$ cat src/rtl/ulpi_tx_scheduler.sv
// Round-robin owner of the ULPI transmit path: command byte, nxt-paced data, one-cycle stp.
// Define ULPI_TX_SCHEDULER_TIMEOUT_EN to force-terminate transfers stalled for TIMEOUT cycles.
module ulpi_tx_scheduler #(
    parameter int NREQ    = 2,
    parameter int TIMEOUT = 255
) (
    input  logic              clk,
    input  logic              rst,
    input  logic [NREQ-1:0]   req,
    input  logic [NREQ*8-1:0] src_cmd,
    input  logic [NREQ*8-1:0] src_data,
    input  logic [NREQ-1:0]   src_last,
    output logic [NREQ-1:0]   pop,
    output logic [NREQ-1:0]   grant,
    output logic              done,
    output logic              abort,
    input  logic              ulpi_dir,
    input  logic              ulpi_nxt,
    output logic [7:0]        ulpi_data_out,
    output logic              ulpi_stp
);

    localparam int IDXW = (NREQ > 2) ? 2 : 1;

    typedef enum logic [2:0] {
        S_IDLE  = 3'd0,
        S_CMD   = 3'd1,
        S_DATA  = 3'd2,
        S_STP   = 3'd3,
        S_ABORT = 3'd4
    } state_t;

    state_t            state_r;
    logic [NREQ-1:0]   grant_r;
    logic [IDXW-1:0]   ptr_r;
    logic [IDXW-1:0]   idx_r;
    logic              dir_prev_r;
    logic [IDXW-1:0]   pick_s;
    logic [IDXW-1:0]   cand_s;
    logic [7:0]        cmd_s;
    logic [7:0]        data_s;
    logic              last_s;
    logic              bus_free_s;

`ifdef ULPI_TX_SCHEDULER_TIMEOUT_EN
    localparam logic [7:0] TO_LIMIT = 8'(TIMEOUT - 1);
    logic [7:0]        to_cnt_r;
    logic              to_flag_r;
`endif

    // Bus is ours only after two consecutive low-dir cycles (turnaround).
    assign bus_free_s = !ulpi_dir && !dir_prev_r;
    assign grant      = grant_r;

    // Round-robin pick: lowest offset from ptr_r with a pending request wins.
    always_comb begin
        pick_s = ptr_r;
        cand_s = ptr_r;
        for (int off = NREQ - 1; off >= 0; off--) begin
            cand_s = IDXW'((int'(ptr_r) + off) % NREQ);
            pick_s = req[cand_s] ? cand_s : pick_s;
        end
    end

    // Transfer sequencer, owner register and round-robin pointer.
    always_ff @(posedge clk or posedge rst) begin
        if (rst) begin
            state_r    <= S_IDLE;
            grant_r    <= {NREQ{1'b0}};
            ptr_r      <= {IDXW{1'b0}};
            idx_r      <= {IDXW{1'b0}};
            dir_prev_r <= 1'b0;
`ifdef ULPI_TX_SCHEDULER_TIMEOUT_EN
            to_cnt_r   <= 8'd0;
            to_flag_r  <= 1'b0;
`endif
        end else begin
            dir_prev_r <= ulpi_dir;
            case (state_r)
                S_IDLE: begin
                    if (bus_free_s && (req != {NREQ{1'b0}})) begin
                        state_r <= S_CMD;
                        idx_r   <= pick_s;
                        grant_r <= {{(NREQ-1){1'b0}}, 1'b1} << pick_s;
`ifdef ULPI_TX_SCHEDULER_TIMEOUT_EN
                        to_cnt_r  <= 8'd0;
                        to_flag_r <= 1'b0;
`endif
                    end
                end
                S_CMD: begin
                    if (ulpi_dir) begin
                        state_r <= S_ABORT;
                    end else if (ulpi_nxt) begin
                        state_r <= S_DATA;
`ifdef ULPI_TX_SCHEDULER_TIMEOUT_EN
                        to_cnt_r <= 8'd0;
                    end else if (to_cnt_r == TO_LIMIT) begin
                        state_r   <= S_STP;
                        to_flag_r <= 1'b1;
                    end else begin
                        to_cnt_r <= to_cnt_r + 8'd1;
`endif
                    end
                end
                S_DATA: begin
                    if (ulpi_dir) begin
                        state_r <= S_ABORT;
                    end else if (ulpi_nxt) begin
                        state_r <= last_s ? S_STP : S_DATA;
`ifdef ULPI_TX_SCHEDULER_TIMEOUT_EN
                        to_cnt_r <= 8'd0;
                    end else if (to_cnt_r == TO_LIMIT) begin
                        state_r   <= S_STP;
                        to_flag_r <= 1'b1;
                    end else begin
                        to_cnt_r <= to_cnt_r + 8'd1;
`endif
                    end
                end
                S_STP: begin
                    state_r <= S_IDLE;
                    grant_r <= {NREQ{1'b0}};
                    ptr_r   <= (int'(idx_r) == NREQ - 1) ? {IDXW{1'b0}} : idx_r + IDXW'(1);
                end
                S_ABORT: begin
                    // Pointer stays put so the aborted requester is retried first.
                    state_r <= S_IDLE;
                    grant_r <= {NREQ{1'b0}};
                end
                default: begin
                    state_r <= S_IDLE;
                    grant_r <= {NREQ{1'b0}};
                end
            endcase
        end
    end

    // Output decode from the state and the granted requester's inputs.
    always_comb begin
        cmd_s  = src_cmd[{idx_r, 3'b000} +: 8];
        data_s = src_data[{idx_r, 3'b000} +: 8];
        last_s = src_last[idx_r];
        case (state_r)
            S_CMD:   ulpi_data_out = cmd_s;
            S_DATA:  ulpi_data_out = data_s;
            default: ulpi_data_out = 8'h00;
        endcase
        ulpi_stp = (state_r == S_STP);
        if ((state_r == S_DATA) && !ulpi_dir && ulpi_nxt) begin
            pop = grant_r;
        end else begin
            pop = {NREQ{1'b0}};
        end
`ifdef ULPI_TX_SCHEDULER_TIMEOUT_EN
        done  = (state_r == S_STP) && !to_flag_r;
        abort = (state_r == S_ABORT) || ((state_r == S_STP) && to_flag_r);
`else
        done  = (state_r == S_STP);
        abort = (state_r == S_ABORT);
`endif
    end

endmodule

$ cat config.mk
export PLATFORM = sky130hd
export DESIGN_NAME = ulpi_tx_scheduler
export DESIGN_NICKNAME = d
export VERILOG_FILES = /design/src/rtl/ulpi_tx_scheduler.sv
export SDC_FILE = /design/constraint.sdc
export NUM_CORES = 1
export LEC_CHECK = 0
export ABC_CLOCK_PERIOD_IN_PS = 2000
export CAP_MARGIN = 30
export CORE_MARGIN = 4
export CORE_UTILIZATION = 34
export CTS_BUF_LIST = sky130_fd_sc_hd__clkbuf_8
export DETAILED_ROUTE_END_ITERATION = 8
export PLACE_DENSITY = 0.85
export SYNTH_ARGS = -nofsm -noshare
export SYNTH_HDL_FRONTEND = slang
export SYNTH_SLANG_ARGS = --single-unit
$ cat constraint.sdc
create_clock -name clk -period 2 [get_ports clk]
set_input_delay 0.4 -clock clk [delete_from_list [all_inputs] [get_ports clk]]
set_output_delay 0.4 -clock clk [all_outputs]
set_load 0.03 [all_outputs]
# Word-level counts from Yosys, hierarchy flattened
# Cells that the tools add are included.
# op_classes
bitwise_logic,1
reduce_logical,12
n_addsub,2
order_cmp,3
n_shift,3
eq_ne,7
n_mux,20
# op_table
operator,count
variable part select 16 x 5 -> 8 bit,2
one-hot mux 8 bit (2 select lines),1
two-way mux 3 bit,5
two-way mux 1 bit,10
one-hot mux 3 bit (3 select lines),1
== test 3 x 2 -> 1 bit (second input constant),2
less-than comparator 1 x 2 -> 1 bit (second input constant),3
inequality test 3 bit (second input constant),2
logical AND 1 bit,4
two-way mux 2 bit,2
one-hot mux 2 bit (2 select lines),1
AND reduction 2 bit,2
== test 3 x 1 -> 1 bit (second input constant),1
== test 3 bit (second input constant),1
logical NOT 3 bit,1
AND reduction 3 bit,1
adder 1 bit (second input constant),2
logical NOT 1 bit,2
inequality test 2 bit (second input constant),1
nonzero test 2 bit,1
OR reduction 2 bit,1
left shift 1 x 1 -> 2 bit (first input constant),1
NOT 1 bit,1
# totals
word_cells,53
output_inout_bits,15
ff_bits,8

# Depth between registers and ports, before layout
# Gate-level depths: netlist of the first run.
# depth
ltp_word,8
depth_mapped,5
depth_no_buf,4

# Least setup slack after synthesis of the first run
# Ideal clock, no wire load.
# synth_timing
path_kind,register to output
startpoint,register state_r[0]
endpoint,output port ulpi_data_out[0]
t_arrival_ns,1.558
path_buffers,2
slack_ns,0.042
t_required_ns,1.600
stages_incl_launch_ff,6
cell_sequence,dfrtp_1 buf_4 nor3b_2 buf_4 mux4_2 nor2b_1
# synth_via
elab_chain_len,2
elab_cells_between_ends,3
cone_classes,eq/ne: 2; mux: 1
# synth_lines
item,line,text
from (decl),33,state_t state_r;
from (signal assigned),110,state_r <= last_s ? S_STP : S_DATA;
== test 3 x 2 -> 1 bit or == test 3 x 1 -> 1 bit (tied branches),144,case (state_r)
one-hot mux 8 bit (2 select lines) (*),144,
to (decl),19,"output logic [7:0] ulpi_data_out,"
# Every way passes the cells marked *; elsewhere a longest branch is shown, timed or not.

# Worst setup path after layout of the first run
# layout_timing
startpoint,register state_r[0]
endpoint,output port ulpi_data_out[3]
# Same word-level chain as after synthesis.

==> results.toml, run 1 <==
[synth]
seq_area_frac_synth_pct = 28.3
synth_compound_area_share_pct = 11.0
synthMuxAreaShare_pct = 29.0
synthesis.nets = 105
syn_avg_cell_area_um2 = 10.9
synthCells = 65
synth_warnings = 0
synth_top_family_by_area = "multiplexers"
synth_fa_ha_area_share_pct = 0
synth-seq-cells = 8
netlist_area_um2 = 707
synth_xor_area_share_pct = 0
synth_cell_types = 26
synth_simple_gate_area_share_pct = 25.0

[place]
placed_cells = 152
gp_congestion = 0.828
dp.final_hpwl_um = 1840
portBuffers = 54
place_area_um2 = 1330

[power]
power_switching_share_pct = 40.6
power_mw = 1.51
seqPwrFrac_pct = 19.3
comb_power_share_pct = 68.4
powerDensity_nw_per_um2 = 1080
p_int_mw = 0.896
ir_worst_vdd_uv = 629
p_sw_mw = 0.613
p_clk_share_pct = 12.3
p_leak_nw = 0.612

[clock_tree]
cts_buffers = 3
clkLatencyLatePin_ps = 220
root_buffer = "clkbuf_8"
cts_tree = "done"
cts_buffer_depth = 2
cts_max_level = 1
hold_buffers = 0
path_clk_slew_ps = 40
cts_num_sinks = 8

[sta]
tns_ps = -1630
rsz0062_at_grt = "yes"
max_clock_freq_mhz = 456
slew_headroom_pct = 70.8
whs_ps = 417
skew_ps = 0.602
worst_pin_slew_ps = 434
hold_viol_final = 0
slew_violations = 0
worst_slack_ps = -193
timing.final.crit_share_pct = 110
setup_violations = 10
post-route-min-period_ps = 2190

[finish]
final_cells = 159
seq_area_um2 = 200
final_area_um2 = 1400
nets = 174
n_antenna_cell = 0
multi_input_area_um2 = 477
syn_to_final_growth_pct = 98.6
drive_above_1_share_pct = 35.6
num-fill-cells = 153

[die]
dieHeight_um = 53.6
coreArea_um2 = 1960
ios = 55
die_area_um2 = 2870
start_util_pct = 36.0
fp.dieW_um = 53.6
num_rows = 16

[job]
cap_viol_max_count = 0

[hold_path]
hold_class = "input port to async pin"

[outcome]
outcome = "finished with violations"
violations = "negative setup slack"

[worst_setup_path]
critical_path.startpoint_type = "flip-flop"
cp_cell_sequence = "nor3b_2 > buf_4 > mux4_2 > nor2b_1 > buf_4"
arrival_ps = 1790
critical-path-max-stage-delay_ps = 500
worstSetupPathType = "flip-flop to output port"
crit_slowest_cell = "mux4_2"
path_max_fanout = 4
cp-end-kind = "output port"
cp_common_cell = "buf_4"
required_ps = 1600

[detailed_routing]
drc = 0
routedWlPerCell_um = 14.2
viasPerCell = 4.87
dr.pass1.iters = 4
ant_nets = 0
vias = 775
wl_um = 2260
drt_iter0_markers = 9

[global_routing]
grt_pass1_vias = 738
antenna_found_initial = 0
grt_max_degree = 11
grt_use_total_pct = 16.1
overflow = 0
grt_pass1_wl_um = 3350
layout make-up:
cell class / instances / share of cell area (%)
flip-flops and latches: 8 / 14.3
repair buffers: 69 / 45.4
clock buffers: 3 / 2.94
inverters: 4 / 1.07
multi-input cells: 48 / 34.0
well taps: 27 / 2.41
through the flow:
step / utilization (%) / setup slack, ps
after detailed placement: 67.6 / -410
final: 71.6 / -193
after floorplan: - / 42.2
after global routing: 71.6 / -285
after CTS: 70.0 / -191
after global placement: 67.6 / -382
logic make-up after synthesis:
family          count (synthesis)
simple gates                   28
compound gates                 10
mux                            10
buf+inv                         9
flops                           8
cell usage in the layout, fill, tap and decap left out, types with 3 or more instances in the layout:
cell	count
clkdlybuf4s50_1	41
nor2_1	5
buf_6	4
nand2_1	3
buf_4	21
nor2b_1	7
inv_1	4
dfrtp_1	8
mux4_2	8
clkbuf_8	3
state kept, by name (all words and copies together), names as in the netlist:
signal and flops:
state_r 3, dir_prev_r 1, idx_r 1, ptr_r 1, grant 2
cell usage after synthesis:
master / count / area, µm²
o2bb2ai_1: 1 / 8.76
o311a_1: 1 / 10.0
mux2_4: 1 / 15.0
a21o_2: 1 / 8.76
buf_4: 3 / 22.5
nand2_1: 3 / 11.3
nor3b_2: 1 / 12.5
nand2b_1: 2 / 12.5
a22o_1: 1 / 8.76
or4b_4: 1 / 13.8
inv_1: 4 / 15.0
nand3b_1: 2 / 15.0
mux2i_1: 1 / 10.0
o31ai_1: 1 / 7.51
mux4_2: 8 / 180
o21ai_0: 2 / 10.0
or3b_1: 1 / 8.76
and3_1: 2 / 12.5
nor2_1: 6 / 22.5
and2_2: 1 / 7.51
nor3_2: 1 / 10.0
a211oi_1: 2 / 15.0
nor2b_1: 8 / 50.1
o32ai_1: 1 / 8.76
buf_2: 2 / 10.0
dfrtp_1: 8 / 200
timing repair:
action | 4_1_cts | 5_1_grt
setup buffers | 1 | 3
endpoints found under the setup margin | 13 | 10
endpoints found under the hold margin | 0 | 0
pin swaps | 1 | 3
gates resized for setup | 57 | 6
routing by layer:
metal  routed length, µm  track usage [%]  vias to the layer above
met5                   0                0                        -
met4                  27             5.11                        0
met1                 885             19.3                      362
met3                 157             1.94                        2
li1                    -                -                      374
met2                1190             29.8                       37
power groups by stage:
stage               registers, mW  clock network [mW]  logic [mW]
finish                      0.291               0.186        1.03
detailed placement          0.292                   0       0.992
global placement            0.289                   0       0.970
global route                0.303               0.200        1.10
CTS                         0.290               0.187       0.979
floorplan                   0.295                   0       0.578
worst max-delay path: cells and delay by family, from the launching register on:
family	cells	cell delay [ps]
DFF	1	380
and+or+nand+nor	2	340
buffers and inverters	2	350
muxes	1	500
worst paths after layout:
path | startpoint | end | slack, ps | depth (start not counted)
max in group asynchronous | rst | idx_r | 1360 | 2
max | state_r[0] | ulpi_data_out[3] | -190 | 5
max reg2reg | state_r[0] | idx_r | 260 | 5
min reg2reg | ptr_r | ptr_r | 510 | 2
min | rst | state_r[0] | 420 | 2
min in group clk | ptr_r | ptr_r | 510 | 2
Power figures use the tool's default switching activity.
==> run 2, diff against run 1 <==
- ABC_CLOCK_PERIOD_IN_PS: 2000 -> 2260
- clock period: 2 -> 2.26 ns (I/O delays scaled with it)
==> run 2 against run 1 <==
The run still ends with negative setup slack left. Utilization fell by 0.26 points. Power fell by 11%. Cell count fell by 3.8%. Die area did not move. Sequential cell count did not move. Routed wire length rose by 4.8%. Critical path type unchanged. Critical endpoint unchanged. Largest cell class unchanged.
==> results.toml, run 2 (same netlist as run 1, synthesis figures left out) <==
[sta]
whs_ps = 504
hold_viol_final = 0
slew_violations = 0
slew_headroom_pct = 71.4
worst_slack_ps = -62.4
worst_pin_slew_ps = 429
skew_ps = 3.61
max_clock_freq_mhz = 431
timing.final.crit_share_pct = 103
rsz0062_at_grt = "yes"
post-route-min-period_ps = 2320
setup_violations = 7

[global_routing]
grt_pass1_wl_um = 3340
grt_max_degree = 12
antenna_found_initial = 0
overflow = 0
grt_pass1_vias = 749
grt_use_total_pct = 16.5

[die]
coreArea_um2 = 1960
fp.dieW_um = 53.6
dieHeight_um = 53.6
num_rows = 16
die_area_um2 = 2870
ios = 55
start_util_pct = 36.0

[finish]
n_antenna_cell = 0
largest_register_ffs = 3
largest-register = "state_r"
nets = 168
final_common_cell = "clkdlybuf4s50_1"
drive_above_1_share_pct = 31.7
final_area_um2 = 1400
syn_to_final_growth_pct = 97.9
final_cell_mix = "42 x clkdlybuf4s50_1, 13 x buf_4, 8 x mux4_2, 8 x dfrtp_1, 6 x nor2_1"
final_util_pct = 71.3
num-fill-cells = 159

[detailed_routing]
vias = 776
wl_um = 2370
wl_met3_um = 193
ant_nets = 0
viasPerCell = 5.07
routedWlPerCell_um = 15.5
dr.pass1.iters = 4
drc = 0
top_layer_used = "met4"
drt_iter0_markers = 11
met2_length_um = 1260
wl_met1_um = 881

[worst_setup_path]
worstSetupPathType = "flip-flop to output port"
reg2reg_from = "state_r[2]"
required_ps = 1810
critical_path.startpoint_type = "flip-flop"
arrival_ps = 1870
cp-end-kind = "output port"
crit_start = "state_r[0]"
path_max_fanout = 6

[hold_path]
hold_class = "flip-flop to flip-flop"
hp-start = "grant[0]"

[clock_tree]
path_clk_slew_ps = 40
clkLatencyLatePin_ps = 230
cts_num_sinks = 8
cts_max_level = 1
cts_tree = "done"
cts_buffer_depth = 2
cts_buffers = 3
root_buffer = "clkbuf_8"

[place]
gp_congestion = 0.803
portBuffers = 54
place_area_um2 = 1280
pre_cts_ws_ps = -243

[power]
p_leak_nw = 0.637
powerDensity_nw_per_um2 = 960
ir_worst_vdd_uv = 525
power_mw = 1.34

[outcome]
outcome = "finished with violations"
violations = "negative setup slack"

[job]
cap_viol_max_count = 0
[run 2: cell count changes in the layout (fill, tap and decap cells not counted), sizes merged]
cell,previous run,this run
clkdlybuf4s15,1,0
buf,25,19
dlygate4sd2,1,0
dlymetal6s2s,0,2
clkdlybuf4s50,41,42
clkbuf,4,3
[run 2: layout make-up]
| type | instances | area, µm² | area share, % |
|---|---|---|---|
| inverter | 4 | 15.0 | 1.07 |
| timing repair buffer | 63 | 619 | 44.3 |
| sequential | 8 | 200 | 14.3 |
| multi-input combinational | 48 | 489 | 35.0 |
| clock buffer | 3 | 41.3 | 2.95 |
| tap | 27 | 33.8 | 2.42 |
[run 2: timing repair]
action	CTS	global route
resized for setup	48	16
setup buffers	2	2
endpoints found under the setup margin	8	10
hold buffers	0	0
hold endpoints to repair	0	0
pin swaps	0	1
cloned	0	0
[run 2: path summary, 6_finish.rpt]
| path | end | slack, ps | cells after the start |
|---|---|---|---|
| min reg2reg | grant[0] | 500 | 1 |
| max | ulpi_data_out[3] | -60 | 6 |
| min in group asynchronous | dir_prev_r | 520 | 2 |
| max reg2reg | idx_r | 550 | 4 |
| min | grant[0] | 500 | 1 |
| max in group asynchronous | state_r[0] | 1500 | 2 |
[run 2: critical path, cell delays in order (launching register included)]
cell and delay, ps:
dfrtp_1 380, nor3b_2 200, buf_6 160, buf_12 110, mux4_2 470, nor2b_1 140, buf_4 180
[run 2: where the power goes]
| group | internal (mW) | switching [mW] | total, mW |
|---|---|---|---|
| Sequential | 0.194 | 0.0632 | 0.257 |
| Clock | 0.115 | 0.0515 | 0.166 |
| Combinational | 0.473 | 0.445 | 0.918 |
[run 2: layer usage]
layer	GRT usage (%)	up-vias
li1	-	368
met1	18.0	366
met2	29.4	38
met3	3.88	4
met4	8.51	0
met5	0	-
[run 2: stage by stage]
step,instances,setup TNS (ps)
2_1_floorplan,65,0
5_1_grt,153,-721
6_report,153,-332
3_3_place_gp,146,-1760
3_5_place_dp,146,-1830
4_1_cts,151,-268
